[src/rtl/mem_access_pkg.sv]
// Shared definitions for the MEM-stage RAM access controller.
//   SIZE_*         : request size encodings (size 2'b11 is illegal)
//   LAT_*          : supported RAM read latencies
//   state_t        : controller FSM states
package mem_access_pkg;

    localparam logic [1:0] SIZE_BYTE = 2'b00;
    localparam logic [1:0] SIZE_HALF = 2'b01;
    localparam logic [1:0] SIZE_WORD = 2'b10;

    localparam int LAT_HIGH_PERFORMANCE = 2;
    localparam int LAT_LOW_LATENCY      = 1;

    typedef enum logic [2:0] {
        IDLE,
        READ,
        WAIT,
        WRITE,
        RESP
    } state_t;

endpackage

[src/rtl/mem_lane_align.sv]
// Combinational little-endian lane logic shared by the load path and the
// read-modify-write store path.
// Ports:
//   word      in  32  word read from RAM
//   size      in  2   access size (byte / half / word)
//   lane      in  2   byte address bits [1:0]
//   is_signed in  1   sign-extend sub-word loads when 1
//   wdata     in  32  store data, right-justified
//   load_data out 32  extracted and extended load result
//   merged    out 32  word with the addressed lane replaced by wdata
module mem_lane_align
    import mem_access_pkg::*;
(
    input  logic [31:0] word,
    input  logic [1:0]  size,
    input  logic [1:0]  lane,
    input  logic        is_signed,
    input  logic [31:0] wdata,
    output logic [31:0] load_data,
    output logic [31:0] merged
);

    logic [7:0]  byte_v;
    logic [15:0] half_v;

    always_comb begin
        byte_v    = word[{lane, 3'b000} +: 8];
        half_v    = lane[1] ? word[31:16] : word[15:0];
        load_data = word;
        merged    = wdata;
        case (size)
            SIZE_BYTE: begin
                load_data = {{24{is_signed & byte_v[7]}}, byte_v};
                merged    = word;
                merged[{lane, 3'b000} +: 8] = wdata[7:0];
            end
            SIZE_HALF: begin
                load_data = {{16{is_signed & half_v[15]}}, half_v};
                merged    = lane[1] ? {wdata[15:0], word[15:0]}
                                    : {word[31:16], wdata[15:0]};
            end
            default: begin
                load_data = word;
                merged    = wdata;
            end
        endcase
    end

endmodule

[src/rtl/ram_access_ctrl.sv]
// MEM-stage initiator for a single-port read-first data RAM. Accepts one
// load/store at a time, waits out the RAM read latency, performs sub-word
// stores as read-modify-write and reports misaligned / out-of-range /
// illegal-size requests without touching the RAM.
// Ports:
//   clk, reset (async, active-low)
//   req_valid/req_ready handshake; req_write, req_size, req_signed,
//   req_addr (byte address), req_wdata (right-justified)
//   resp_valid (1-cycle pulse), resp_rdata, resp_error
//   ram_addr, ram_dataIn, ram_we, ram_enable, ram_re, ram_reset, ram_dataOut
module ram_access_ctrl
    import mem_access_pkg::*;
#(
    parameter int RAM_WIDTH    = 32,
    parameter int RAM_DEPTH    = 17,
    parameter int ADDR_WIDTH   = 5,
    parameter int READ_LATENCY = 2
) (
    input  logic                  clk,
    input  logic                  reset,
    input  logic                  req_valid,
    output logic                  req_ready,
    input  logic                  req_write,
    input  logic [1:0]            req_size,
    input  logic                  req_signed,
    input  logic [31:0]           req_addr,
    input  logic [RAM_WIDTH-1:0]  req_wdata,
    output logic                  resp_valid,
    output logic [RAM_WIDTH-1:0]  resp_rdata,
    output logic                  resp_error,
    output logic [ADDR_WIDTH-1:0] ram_addr,
    output logic [RAM_WIDTH-1:0]  ram_dataIn,
    output logic                  ram_we,
    output logic                  ram_enable,
    output logic                  ram_re,
    output logic                  ram_reset,
    input  logic [RAM_WIDTH-1:0]  ram_dataOut
);

    // Anything other than the low-latency setting runs as high-performance.
    localparam int LAT_EFF = (READ_LATENCY == LAT_LOW_LATENCY) ? LAT_LOW_LATENCY
                                                                : LAT_HIGH_PERFORMANCE;
    localparam logic [1:0] WAIT_LOAD = 2'(LAT_EFF - 1);

    state_t                 state_q, state_d;
    logic [1:0]             cnt_q, cnt_d;
    logic                   wr_q, sgn_q, err_q;
    logic [1:0]             size_q, lane_q;
    logic [ADDR_WIDTH-1:0]  addr_q;
    logic [RAM_WIDTH-1:0]   wdata_q, rdata_q;

    logic                   accept, capture;
    logic [ADDR_WIDTH-1:0]  req_word;
    logic                   req_range_err, req_align_err, req_err;
    logic [31:0]            load_data, merged;

    assign ram_reset = ~reset;
    assign ram_addr  = addr_q;
    assign accept    = (state_q == IDLE) && req_valid;

    // Request validation, evaluated on the incoming (not yet latched) fields.
    assign req_word      = req_addr[ADDR_WIDTH+1:2];
    assign req_range_err = (|req_addr[31:ADDR_WIDTH+2]) || (int'(req_word) >= RAM_DEPTH);
    assign req_err       = req_range_err || req_align_err;

    always_comb begin
        req_align_err = 1'b0;
        case (req_size)
            SIZE_BYTE: req_align_err = 1'b0;
            SIZE_HALF: req_align_err = req_addr[0];
            SIZE_WORD: req_align_err = |req_addr[1:0];
            default:   req_align_err = 1'b1;
        endcase
    end

    mem_lane_align u_lane (
        .word      (rdata_q),
        .size      (size_q),
        .lane      (lane_q),
        .is_signed (sgn_q),
        .wdata     (wdata_q),
        .load_data (load_data),
        .merged    (merged)
    );

    always_ff @(posedge clk or negedge reset) begin
        if (!reset) begin
            state_q <= IDLE;
            cnt_q   <= '0;
            wr_q    <= 1'b0;
            sgn_q   <= 1'b0;
            err_q   <= 1'b0;
            size_q  <= '0;
            lane_q  <= '0;
            addr_q  <= '0;
            wdata_q <= '0;
            rdata_q <= '0;
        end else begin
            state_q <= state_d;
            cnt_q   <= cnt_d;
            if (accept) begin
                wr_q    <= req_write;
                sgn_q   <= req_signed;
                err_q   <= req_err;
                size_q  <= req_size;
                lane_q  <= req_addr[1:0];
                addr_q  <= req_word;
                wdata_q <= req_wdata;
            end
            if (capture) begin
                rdata_q <= ram_dataOut;
            end
        end
    end

    always_comb begin
        state_d    = state_q;
        cnt_d      = cnt_q;
        capture    = 1'b0;
        req_ready  = 1'b0;
        resp_valid = 1'b0;
        resp_rdata = '0;
        resp_error = 1'b0;
        ram_enable = 1'b0;
        ram_we     = 1'b0;
        ram_re     = 1'b0;
        ram_dataIn = '0;
        case (state_q)
            IDLE: begin
                req_ready = 1'b1;
                if (req_valid) begin
                    if (req_err)
                        state_d = RESP;
                    else if (req_write && (req_size == SIZE_WORD))
                        state_d = WRITE;
                    else
                        state_d = READ;
                end
            end
            READ: begin
                ram_enable = 1'b1;
                ram_re     = 1'b1;
                cnt_d      = WAIT_LOAD;
                state_d    = WAIT;
            end
            WAIT: begin
                ram_re = 1'b1;
                if (cnt_q == 2'd0) begin
                    // RAM output is valid during the last WAIT cycle.
                    capture = 1'b1;
                    state_d = wr_q ? WRITE : RESP;
                end else begin
                    cnt_d = cnt_q - 2'd1;
                end
            end
            WRITE: begin
                ram_enable = 1'b1;
                ram_we     = 1'b1;
                // Word stores come straight through the merge unchanged.
                ram_dataIn = merged;
                state_d    = RESP;
            end
            RESP: begin
                resp_valid = 1'b1;
                resp_error = err_q;
                resp_rdata = (err_q || wr_q) ? '0 : load_data;
                state_d    = IDLE;
            end
            default: state_d = IDLE;
        endcase
    end

endmodule

[config.mk]
export PLATFORM = sky130hd
export DESIGN_NAME = ram_access_ctrl
export DESIGN_NICKNAME = d
export VERILOG_FILES = /design/src/rtl/mem_access_pkg.sv /design/src/rtl/mem_lane_align.sv /design/src/rtl/ram_access_ctrl.sv
export SDC_FILE = /design/constraint.sdc
export NUM_CORES = 1
export LEC_CHECK = 0
export CAP_MARGIN = 40
export CELL_PAD_IN_SITES_DETAIL_PLACEMENT = 1
export CELL_PAD_IN_SITES_GLOBAL_PLACEMENT = 2
export CORE_MARGIN = 3
export CORE_UTILIZATION = 28
export CTS_BUF_LIST = sky130_fd_sc_hd__clkbuf_4
export CTS_CLUSTER_DIAMETER = 200
export DETAILED_ROUTE_END_ITERATION = 10
export HOLD_SLACK_MARGIN = 0.12
export PLACE_DENSITY = 0.85
export SYNTH_ARGS = -nofsm -noshare
export SYNTH_HDL_FRONTEND = slang
export SYNTH_SLANG_ARGS = --single-unit
[constraint.sdc]
create_clock -name clk -period 3.6 [get_ports clk]
set_input_delay 0.54 -clock clk [delete_from_list [all_inputs] [get_ports clk]]
set_output_delay 0.54 -clock clk [all_outputs]
set_load 0.01 [all_outputs]
==> Word-level counts from Yosys, hierarchy flattened <==
Index checks and enable logic that the tools add are counted.
{ "totals": {"regBits": 81, "input_bits": 103, "out_inout_bits": 76, "wordCells": 70} }
{ "op_classes": {"addsub": 2, "n_lt_le_gt_ge": 1, "n_eq_ne": 10, "shifts": 3, "muxes": 25, "n_bitwise": 3, "reduce_logical": 16} }
{ "op_table": {"columns": ["op", "n"], "rows": [
  ["2-to-1 mux 32 bit", 4],
  ["one-hot mux 32 bit (2 select lines)", 2],
  ["bitwise mux 32 bit", 1],
  ["variable shift 8 x 7 -> 32 bit, first input constant", 1],
  ["variable part select 32 x 6 -> 8 bit", 1],
  ["variable part select 8 x 7 -> 32 bit", 1],
  ["OR reduction 25 bit", 1],
  ["2-to-1 mux 16 bit", 1],
  ["2-to-1 mux 3 bit", 4],
  ["one-hot mux 3 bit (4 select lines)", 1],
  ["2-to-1 mux 1 bit", 8],
  ["negator 5 -> 7 bit", 1],
  ["== test 3 x 2 -> 1 bit, second input constant", 2],
  ["logical NOT 2 bit", 3],
  ["!= test 2 bit, second input constant", 3],
  ["OR reduction 2 bit", 3],
  [">= comparator 5 bit, second input constant", 1],
  ["== test 2 x 1 -> 1 bit, second input constant", 2],
  ["2-to-1 mux 2 bit", 2],
  ["one-hot mux 2 bit (2 select lines)", 1],
  ["AND reduction 2 bit", 2],
  ["== test 3 x 1 -> 1 bit, second input constant", 1],
  ["== test 3 bit, second input constant", 1],
  ["logical NOT 3 bit", 1],
  ["other kinds (8)", 12]
]} }

==> Longest topological paths before layout <==
Gate-level depths: netlist of run 1.
{ "depth": {"depth_word": 6, "mapped_depth": 9, "ltp_nobuf": 6} }

==> Hierarchy <==
Synthesis of run 1 repeated with hierarchy kept, for this count alone.
{ "hier_totals": {"cells_unflattened": 522, "area_unflattened_um2": 5311.3} }
{ "modules_own_cells": {"columns": ["module", "instances", "cells_per_inst", "area_each_um2", "seq_area_each_um2"], "rows": [
  ["ram_access_ctrl", 1, 288, 3784.9, 2026.9],
  ["mem_lane_align", 1, 234, 1526.5, 0.0]
]} }

==> Worst setup path before layout of run 1 <==
No wires, ideal clock.
{ "synth_timing": {"path_type": "register to output", "startpoint": "reg lane_q[1]", "endpoint": "out ram_dataIn[30]", "arrival_time_ps": 2336, "required_ps": 3060, "path_slack_ps": 724, "path_stages_with_launch": 10, "path_buffers": 3, "path_cell_list": "dfrtp_1 buf_4 inv_1 clkbuf_1 ha_1 nor4bb_1 clkbuf_1 a221oi_1 a211o_1 a21oi_1"} }
{ "synth_via": {"elab_chain_cells": 5, "elab_cells_between_ends": 7, "classes_between": "1 x add/sub; 2 x shift; 4 x mux"} }
{ "synth_lines": {"columns": ["element", "line", "rtl"], "rows": [
  ["start: declaration", "ram_access_ctrl.sv:48", "logic [1:0] size_q, lane_q;"],
  ["start signal: assignment", "ram_access_ctrl.sv:106", "lane_q <= req_addr[1:0];"],
  ["negator 5 -> 7 bit", "mem_lane_align.sv:35", "merged[{lane, 3'b000} +: 8] = wdata[7:0];"],
  ["variable part select 8 x 7 -> 32 bit / variable shift 8 x 7 -> 32 bit (equally long branches)", "mem_lane_align.sv:35", null],
  ["bitwise mux 32 bit", "mem_lane_align.sv:35", null],
  ["one-hot mux 32 bit (2 select lines) (*)", "mem_lane_align.sv:31", "case (size)"],
  ["2-to-1 mux 32 bit (*)", "ram_access_ctrl.sv:128", "case (state_q)"],
  ["end: declaration", "ram_access_ctrl.sv:32", "output logic [RAM_WIDTH-1:0] ram_dataIn,"]
]} }
Mark *: on every way between the ends. The rest lies on a longest branch, timed or not.

==> Final worst setup path of run 1 <==
{ "layout_timing": {"startpoint": "reg lane_q[0]", "endpoint": "out resp_rdata[8]"} }
{ "layout_via": {"elab_chain_cells": 5} }
{ "layout_lines": {"columns": ["element", "line", "rtl"], "rows": [
  ["variable part select 32 x 6 -> 8 bit", "mem_lane_align.sv:27", "byte_v = word[{lane, 3'b000} +: 8];"],
  ["bitwise AND 1 bit", "mem_lane_align.sv:33", "load_data = {{24{is_signed & byte_v[7]}}, byte_v};"],
  ["one-hot mux 32 bit (2 select lines)", "mem_lane_align.sv:31", null],
  ["2-to-1 mux 32 bit", "ram_access_ctrl.sv:166", "resp_rdata = (err_q || wr_q) ? '0 : load_data;"],
  ["2-to-1 mux 32 bit", "ram_access_ctrl.sv:128", null],
  ["end: declaration", "ram_access_ctrl.sv:29", "output logic [RAM_WIDTH-1:0] resp_rdata,"]
]} }
No other way between the ends.

==> metrics.txt, run 1 <==
run status=complete, no violations; ys async rst share=1.00; worst vdd ir=0.131 mV; footprint of the multi-input gates=2840 µm²; Final Cycle Share=0.956; Syn Std Cell Area=5150 µm²; clk sinks=81; ratio of cells with drive above 1 in the final layout=0.183; CP Launch Type=flop; register share of total power=0.446; register area=2030 µm²; first-pass GRT wire length=31.0 mm; Pre-antenna DRT Iters=6; Die Width=142 µm; sequential area share after synthesis=0.393; Core Area=17700 µm²; Worst path max stage delay=0.62 ns; initial antenna violation count=1; worst setup path endpoint=resp_rdata[8]; CTS tree=done; Critical Path, Cell by Cell=buf_6, mux2i_1, or4b_1, a221oi_1, clkdlybuf4s50_1; CP required=3.06 ns; final wirelength=20.6 mm; CP Capture Type=output pin; CTS buffer count=9; drt via density=5.49; worst endpoint data arrival time=2.90 ns; placed cells=902; IO Pins=179; clock share of power=0.261; cell family with the largest share of critical-path delay=buffers and inverters; post-DR wirelength/cell=22.2 µm; vias post-DR=5087; fin cells=927; Syn. warnings=0; First DRT Iteration DRCs=360; minimum clock period=3.44 ns; GRT Total Usage=0.200; Layout fillers=1964; reg2reg end=wdata_q[22]$_DFFE_PN0P_; DRC Markers=0; WS Path Type=reg2out; final hold violations=0; endpoints failing setup=0; ys flop type=dfrtp_1; Max-cap violations=0; Seq cells post-synth=81; Unique masters post-synth=45; pin count of the biggest net entering global routing=50; syn_nets=634; P_sw=779 µW; dpl cell area=7200 µm²; NumNets Final=805; vias in the first global route=5312; R2R Path Start=state_q[0]$_DFFE_PN0P_; Final Cell Area=7500 µm²; Syn Area/Cell=9.82 µm²; deepest clock path buffer count=2; Post-synth EDFFs=0; crit-path max FO=16; count of input and output buffers=178; GRT Residual Overflow=0; PD cells=321 nW/µm²; worst-margin pin slew=0.661 ns; crit path from=lane_q[0]$_DFFE_PN0P_; Clock Latency Late Sink=0.48 ns; post-DP HPWL=15.5 mm; Final ANT Viol Nets=0; Mapped Cells=525; Achievable Freq=0.291 GHz; die area=20100 µm²; Lkg Pwr=3.18 nW; count of pins over their slew limit=0; Levels on crit path=5; HP Class=in2async; Reg2Reg Depth=4; starting density of the core=0.292; CP max stage cell=clkdlybuf4s50_1; cell-internal power=1.63 mW; r2r setup slk=1.41 ns; clk slew on worst S/H paths=0.16 ns; Root Buffer=clkbuf_4; Final Skew=0.0325 ns; final hold slack=0.398 ns; Setup TNS=0 ns; Slew HR=0.559; H-tree Lvls=3; Critical path buffers and inverters=2; GPL Wtd Cong=0.857; # rows=48; synthesis-to-layout area growth=45.5%; Switching Fraction=0.324; die height=142 µm; Comb power frac=0.293
## power by group through the flow
stage | Combinational [mW] | Clock (mW) | Sequential [mW]
final | 0.705 | 0.629 | 1.07
after global routing | 0.768 | 0.689 | 1.08
after CTS | 0.687 | 0.652 | 1.07
after detailed placement | 0.684 | 0 | 1.09
after global placement | 0.656 | 0 | 1.09
after floorplan | 0.412 | 0 | 1.05
## cell type report
type / count / share of cell area
clock buffer: 9 / 0.00901
clock inverter: 7 / 0.0127
sequential: 81 / 0.271
multi-input combinational: 370 / 0.378
antenna: 1 / 0.000334
timing repair buffer: 204 / 0.276
tap: 225 / 0.0375
inverter: 30 / 0.0150
## synth_stat cells (3+ instances only)
master | number | area [µm²]
a21oi_1 | 28 | 140
a221oi_1 | 33 | 289
buf_1 | 3 | 11.3
nor3_1 | 20 | 100
mux2_2 | 55 | 619
mux2i_1 | 19 | 190
o21ai_0 | 32 | 160
a222oi_1 | 8 | 80.1
mux4_2 | 9 | 203
buf_2 | 15 | 75.1
nor2b_1 | 3 | 18.8
a22o_1 | 8 | 70.1
a21oi_2 | 10 | 87.6
ha_1 | 6 | 75.1
o22ai_1 | 15 | 93.8
inv_1 | 30 | 113
nand2_1 | 45 | 169
nor2_1 | 30 | 113
dfrtp_1 | 81 | 2030
a211o_1 | 16 | 140
nor4_1 | 5 | 31.3
clkbuf_1 | 24 | 90.1
## cell usage in the layout (no fill, tap or decap), types with 3 or more instances in the layout
cell type        instances
a211o_1                 16
a21oi_1                 28
a21oi_2                 10
a221oi_1                33
a222oi_1                 8
a22o_1                   8
buf_12                   3
buf_4                   20
clkbuf_4                 9
clkdlybuf4s50_1        170
dfrtp_1                 79
dlymetal6s2s_1           7
ha_1                     6
inv_1                   30
mux2_2                  55
mux2i_1                 19
mux4_2                   9
nand2_1                 44
nor2_1                  30
nor2b_1                  3
nor3_1                  20
nor4_1                   5
o21ai_0                 32
o22ai_1                 15
## per-stage QoR
stage / utilization / power, mW / setup slack, ns
after floorplan: - / 1.46 / 0.724
after global placement: 0.406 / 1.74 / 0.652
after detailed placement: 0.408 / 1.77 / 0.599
after CTS: 0.418 / 2.41 / 0.0184
after global routing: 0.425 / 2.54 / -0.0119
final: 0.425 / 2.41 / 0.158
## sequential cells by signal (all words and copies together) (netlist names), 2 cells and up
name / cells
lane_q: 2
cnt_q: 2
wdata_q: 32
ram_addr: 5
rdata_q: 32
size_q: 2
state_q: 3
## per-layer routing
layer  vias to the layer above  wire (µm)  track usage
met5                         -          0            0
met4                         0        549       0.0707
met3                        38       1410       0.0586
met2                       203       9310        0.304
met1                      2520       9300        0.271
li1                       2326          -            -
## what timing repair did
| item | CTS | global route |
|---|---|---|
| setup buffers | 0 | 6 |
| endpoints found under the setup margin | 0 | 22 |
| hold buffers | 1 | 0 |
| resized for setup | 0 | 12 |
| hold endpoints to repair | 7 | 0 |
## worst min path at each step
stage,startpoint,endpoint,slack (ns)
after detailed placement,reset,ram_addr[3]$_DFFE_PN0P_,0.39
after global routing,reset,ram_addr[3]$_DFFE_PN0P_,0.39
after global placement,reset,ram_addr[3]$_DFFE_PN0P_,0.39
after CTS,reset,ram_addr[3]$_DFFE_PN0P_,0.37
final,reset,ram_addr[3]$_DFFE_PN0P_,0.40
after floorplan,reset,cnt_q[0]$_DFFE_PN0P_,0.24
## cells by family after synthesis
family | after synthesis | share of synthesized area
AOI/OAI and AO/OA | 159 | 0.223
DFF | 81 | 0.393
xor gates and xnor gates | 1 | 0.00170
buffers and inverters | 74 | 0.0597
and+or+nand+nor | 121 | 0.112
adders and majority gates | 6 | 0.0146
muxes | 83 | 0.196
No activity file was read; power rests on OpenSTA's default activity.
==> inputs of run 2 (changes only) <==
--- a/config.mk
+++ b/config.mk
@@ -6,15 +6,15 @@
 export NUM_CORES = 1
 export LEC_CHECK = 0
 export CAP_MARGIN = 40
-export CELL_PAD_IN_SITES_DETAIL_PLACEMENT = 1
-export CELL_PAD_IN_SITES_GLOBAL_PLACEMENT = 2
+export CELL_PAD_IN_SITES_DETAIL_PLACEMENT = 0
+export CELL_PAD_IN_SITES_GLOBAL_PLACEMENT = 1
 export CORE_MARGIN = 3
-export CORE_UTILIZATION = 28
+export CORE_UTILIZATION = 32
 export CTS_BUF_LIST = sky130_fd_sc_hd__clkbuf_4
 export CTS_CLUSTER_DIAMETER = 200
 export DETAILED_ROUTE_END_ITERATION = 10
 export HOLD_SLACK_MARGIN = 0.12
-export PLACE_DENSITY = 0.85
+export PLACE_DENSITY = 0.82
 export SYNTH_ARGS = -nofsm -noshare
 export SYNTH_HDL_FRONTEND = slang
 export SYNTH_SLANG_ARGS = --single-unit
==> constraint.sdc (replaced) <==
create_clock -name clk -period 3.05 [get_ports clk]
set_input_delay 0.305 -clock clk [delete_from_list [all_inputs] [get_ports clk]]
set_output_delay 0.305 -clock clk [all_outputs]
set_load 0.01 [all_outputs]
==> metrics.txt, run 2 (synthesis results as in run 1) <==
run status=complete, no violations; worst vdd ir=0.147 mV (+13%); first-pass GRT wire length=29.1 mm (-6.3%); final hold violations=0 (unchanged); crit-path max FO=10 (-6); final wirelength=18.9 mm (-8.1%); worst-margin pin slew=0.533 ns (-0.128 ns); CP max stage cell=clkdlybuf4s50_1; Lkg Pwr=3.65 nW (+15%); cell family with the largest share of critical-path delay=buffers and inverters; initial antenna violation count=1 (unchanged); Worst path max stage delay=0.55 ns (-0.07 ns); total power=2.82 mW (+17%); H-tree Lvls=3 (unchanged); count of pins over their slew limit=0 (unchanged); Final Skew=0.0235 ns (-0.00899 ns); GRT Residual Overflow=0 (unchanged); deepest clock path buffer count=2 (unchanged); Hold Path End=rdata_q[27]$_DFFE_PN0P_; Core Area=15500 µm² (-12%); DRC Markers=0 (unchanged); CP Capture Type=output pin; placed cells=888 (-1.6%); Clock Latency Late Sink=0.47 ns (about the same); Slew HR=0.642 (+0.0828); ratio of cells with drive above 1 in the final layout=0.244 (+0.0615); worst hold start=ram_dataOut[27]; reg2reg end=wdata_q[6]$_DFFE_PN0P_; CTS tree=done; WS Path Type=reg2out; Max-cap violations=0 (unchanged); R2R Path Start=state_q[0]$_DFFE_PN0P_; pre-CTS WS=0.142 ns (-0.457 ns); CTS buffer count=9 (unchanged); Critical path buffers and inverters=3 (+1); commonest non-fill, non-tap cell in the layout=clkdlybuf4s50_1; fin cells=933 (+0.65%); First DRT Iteration DRCs=416 (+16%); starting density of the core=0.333 (+0.0410); IO Pins=179 (unchanged); Final ANT Viol Nets=0 (unchanged); clk slew on worst S/H paths=0.13 ns (-0.03 ns); Die Width=133 µm (-6.2%); post-DP HPWL=13.8 mm (-11%); Util after Layout=0.501 (+0.0768); Reg2Reg Depth=4 (unchanged); PD cells=363 nW/µm² (+13%); drt via density=5.54 (+1.0%); Critical Path, Cell by Cell=buf_12, buf_4, mux4_2, nand2_2, a211o_4, a21oi_2, clkdlybuf4s50_1; WHS Path Cells=3; commonest cells after routing, fill and taps aside=clkdlybuf4s50_1 (130), dfrtp_1 (77), mux2_2 (55); synthesis-to-layout area growth=50.6%; post-DR wirelength/cell=20.2 µm (-8.7%); count of input and output buffers=178 (unchanged); endpoints failing setup=0 (unchanged); die area=17700 µm² (-12%); dpl cell area=7170 µm² (-0.42%); worst endpoint data arrival time=2.71 ns (-0.19 ns); NumNets Final=825 (+2.5%); # rows=45 (-6.3%); Pre-antenna DRT Iters=6 (unchanged); CP Launch Type=flop; pin count of the biggest net entering global routing=50 (unchanged); minimum clock period=3.02 ns; clk sinks=81 (unchanged); die height=133 µm (-6.2%); vias post-DR=5171 (+1.7%); GRT Total Usage=0.211 (+0.0112); HP Class=in2reg; Achievable Freq=0.331 GHz; vias in the first global route=5144 (-3.2%); CP required=2.74 ns (-0.32 ns); Root Buffer=clkbuf_4; Final Cycle Share=0.990; post-route setup slack=0.0314 ns (-0.127 ns); r2r setup slk=0.96 ns (-0.45 ns); GPL Wtd Cong=0.843 (-1.6%); RSZ-0062 raised after global routing=true; Final Cell Area=7760 µm² (+3.6%); Setup TNS=0 ns (unchanged); final hold slack=0.382 ns (-0.0159 ns)
==> run 2: cell types whose count changed in the layout (fill, tap and decap cells not counted), moves of 3 or more <==
cell             change
a221oi_1             -7
a221oi_2             +5
buf_4               +17
clkbuf_2             +6
clkdlybuf4s50_1     -40
clkinv_1             +3
dlygate4sd2_1       +19
dlymetal6s2s_1      +14
nor3_1               -4
nor3_2               +3
==> run 2: report_power, final <==
part / leakage [nW] / switching [mW] / total [mW] / internal, mW
combinational: 2.64 / 0.420 / 0.915 / 0.496
sequential: 0.935 / 0.123 / 1.28 / 1.16
clock: 0.0734 / 0.362 / 0.621 / 0.259
==> run 2: final cells by class <==
type                            count  area (µm²)
Tap cell                          211         264
Timing Repair Buffer              223        2220
Multi-Input combinational cell    371        3000
Antenna cell                        1        2.50
Fill cell                        1427        7720
Clock buffer                       11        82.6
Inverter                           30         113
Sequential cell                    81        2030
Clock inverter                      5        46.3
==> run 2: worst max-delay path by stage <==
stage / start / to / slack (ns) / cells after the start
CTS: lane_q[0]$_DFFE_PN0P_ / ram_dataIn[28] / -0.05 / 9
floorplan: lane_q[1]$_DFFE_PN0P_ / ram_dataIn[30] / 0.41 / 9
global placement: lane_q[1]$_DFFE_PN0P_ / ram_dataIn[29] / 0.15 / 8
detailed placement: lane_q[1]$_DFFE_PN0P_ / ram_dataIn[28] / 0.14 / 8
finish: lane_q[0]$_DFFE_PN0P_ / resp_rdata[27] / 0.03 / 7
global route: lane_q[0]$_DFFE_PN0P_ / resp_rdata[13] / -0.04 / 5
==> run 2: per-layer routing <==
layer | routed length [µm] | track usage | part of all wire
met5 | 0 | 0 | 0
met4 | 603 | 0.0883 | 0.032
met3 | 1550 | 0.0510 | 0.082
met2 | 8590 | 0.319 | 0.45
met1 | 8150 | 0.289 | 0.43
==> run 2: worst min-delay path: stages <==
cell             delay (ns)
clkdlybuf4s50_1        0.40
nand2_1                0.05
o21ai_0                0.06
==> run 2: timing repair <==
item | 4_1_cts | 5_1_grt
endpoints found under the hold margin | 34 | 0
buffers inserted | 7 | 18
endpoints found under the setup margin | 52 | 48
hold buffers | 1 | 0
gates resized for setup | 52 | 51
pin swaps | 7 | 11
cloned | 2 | 0
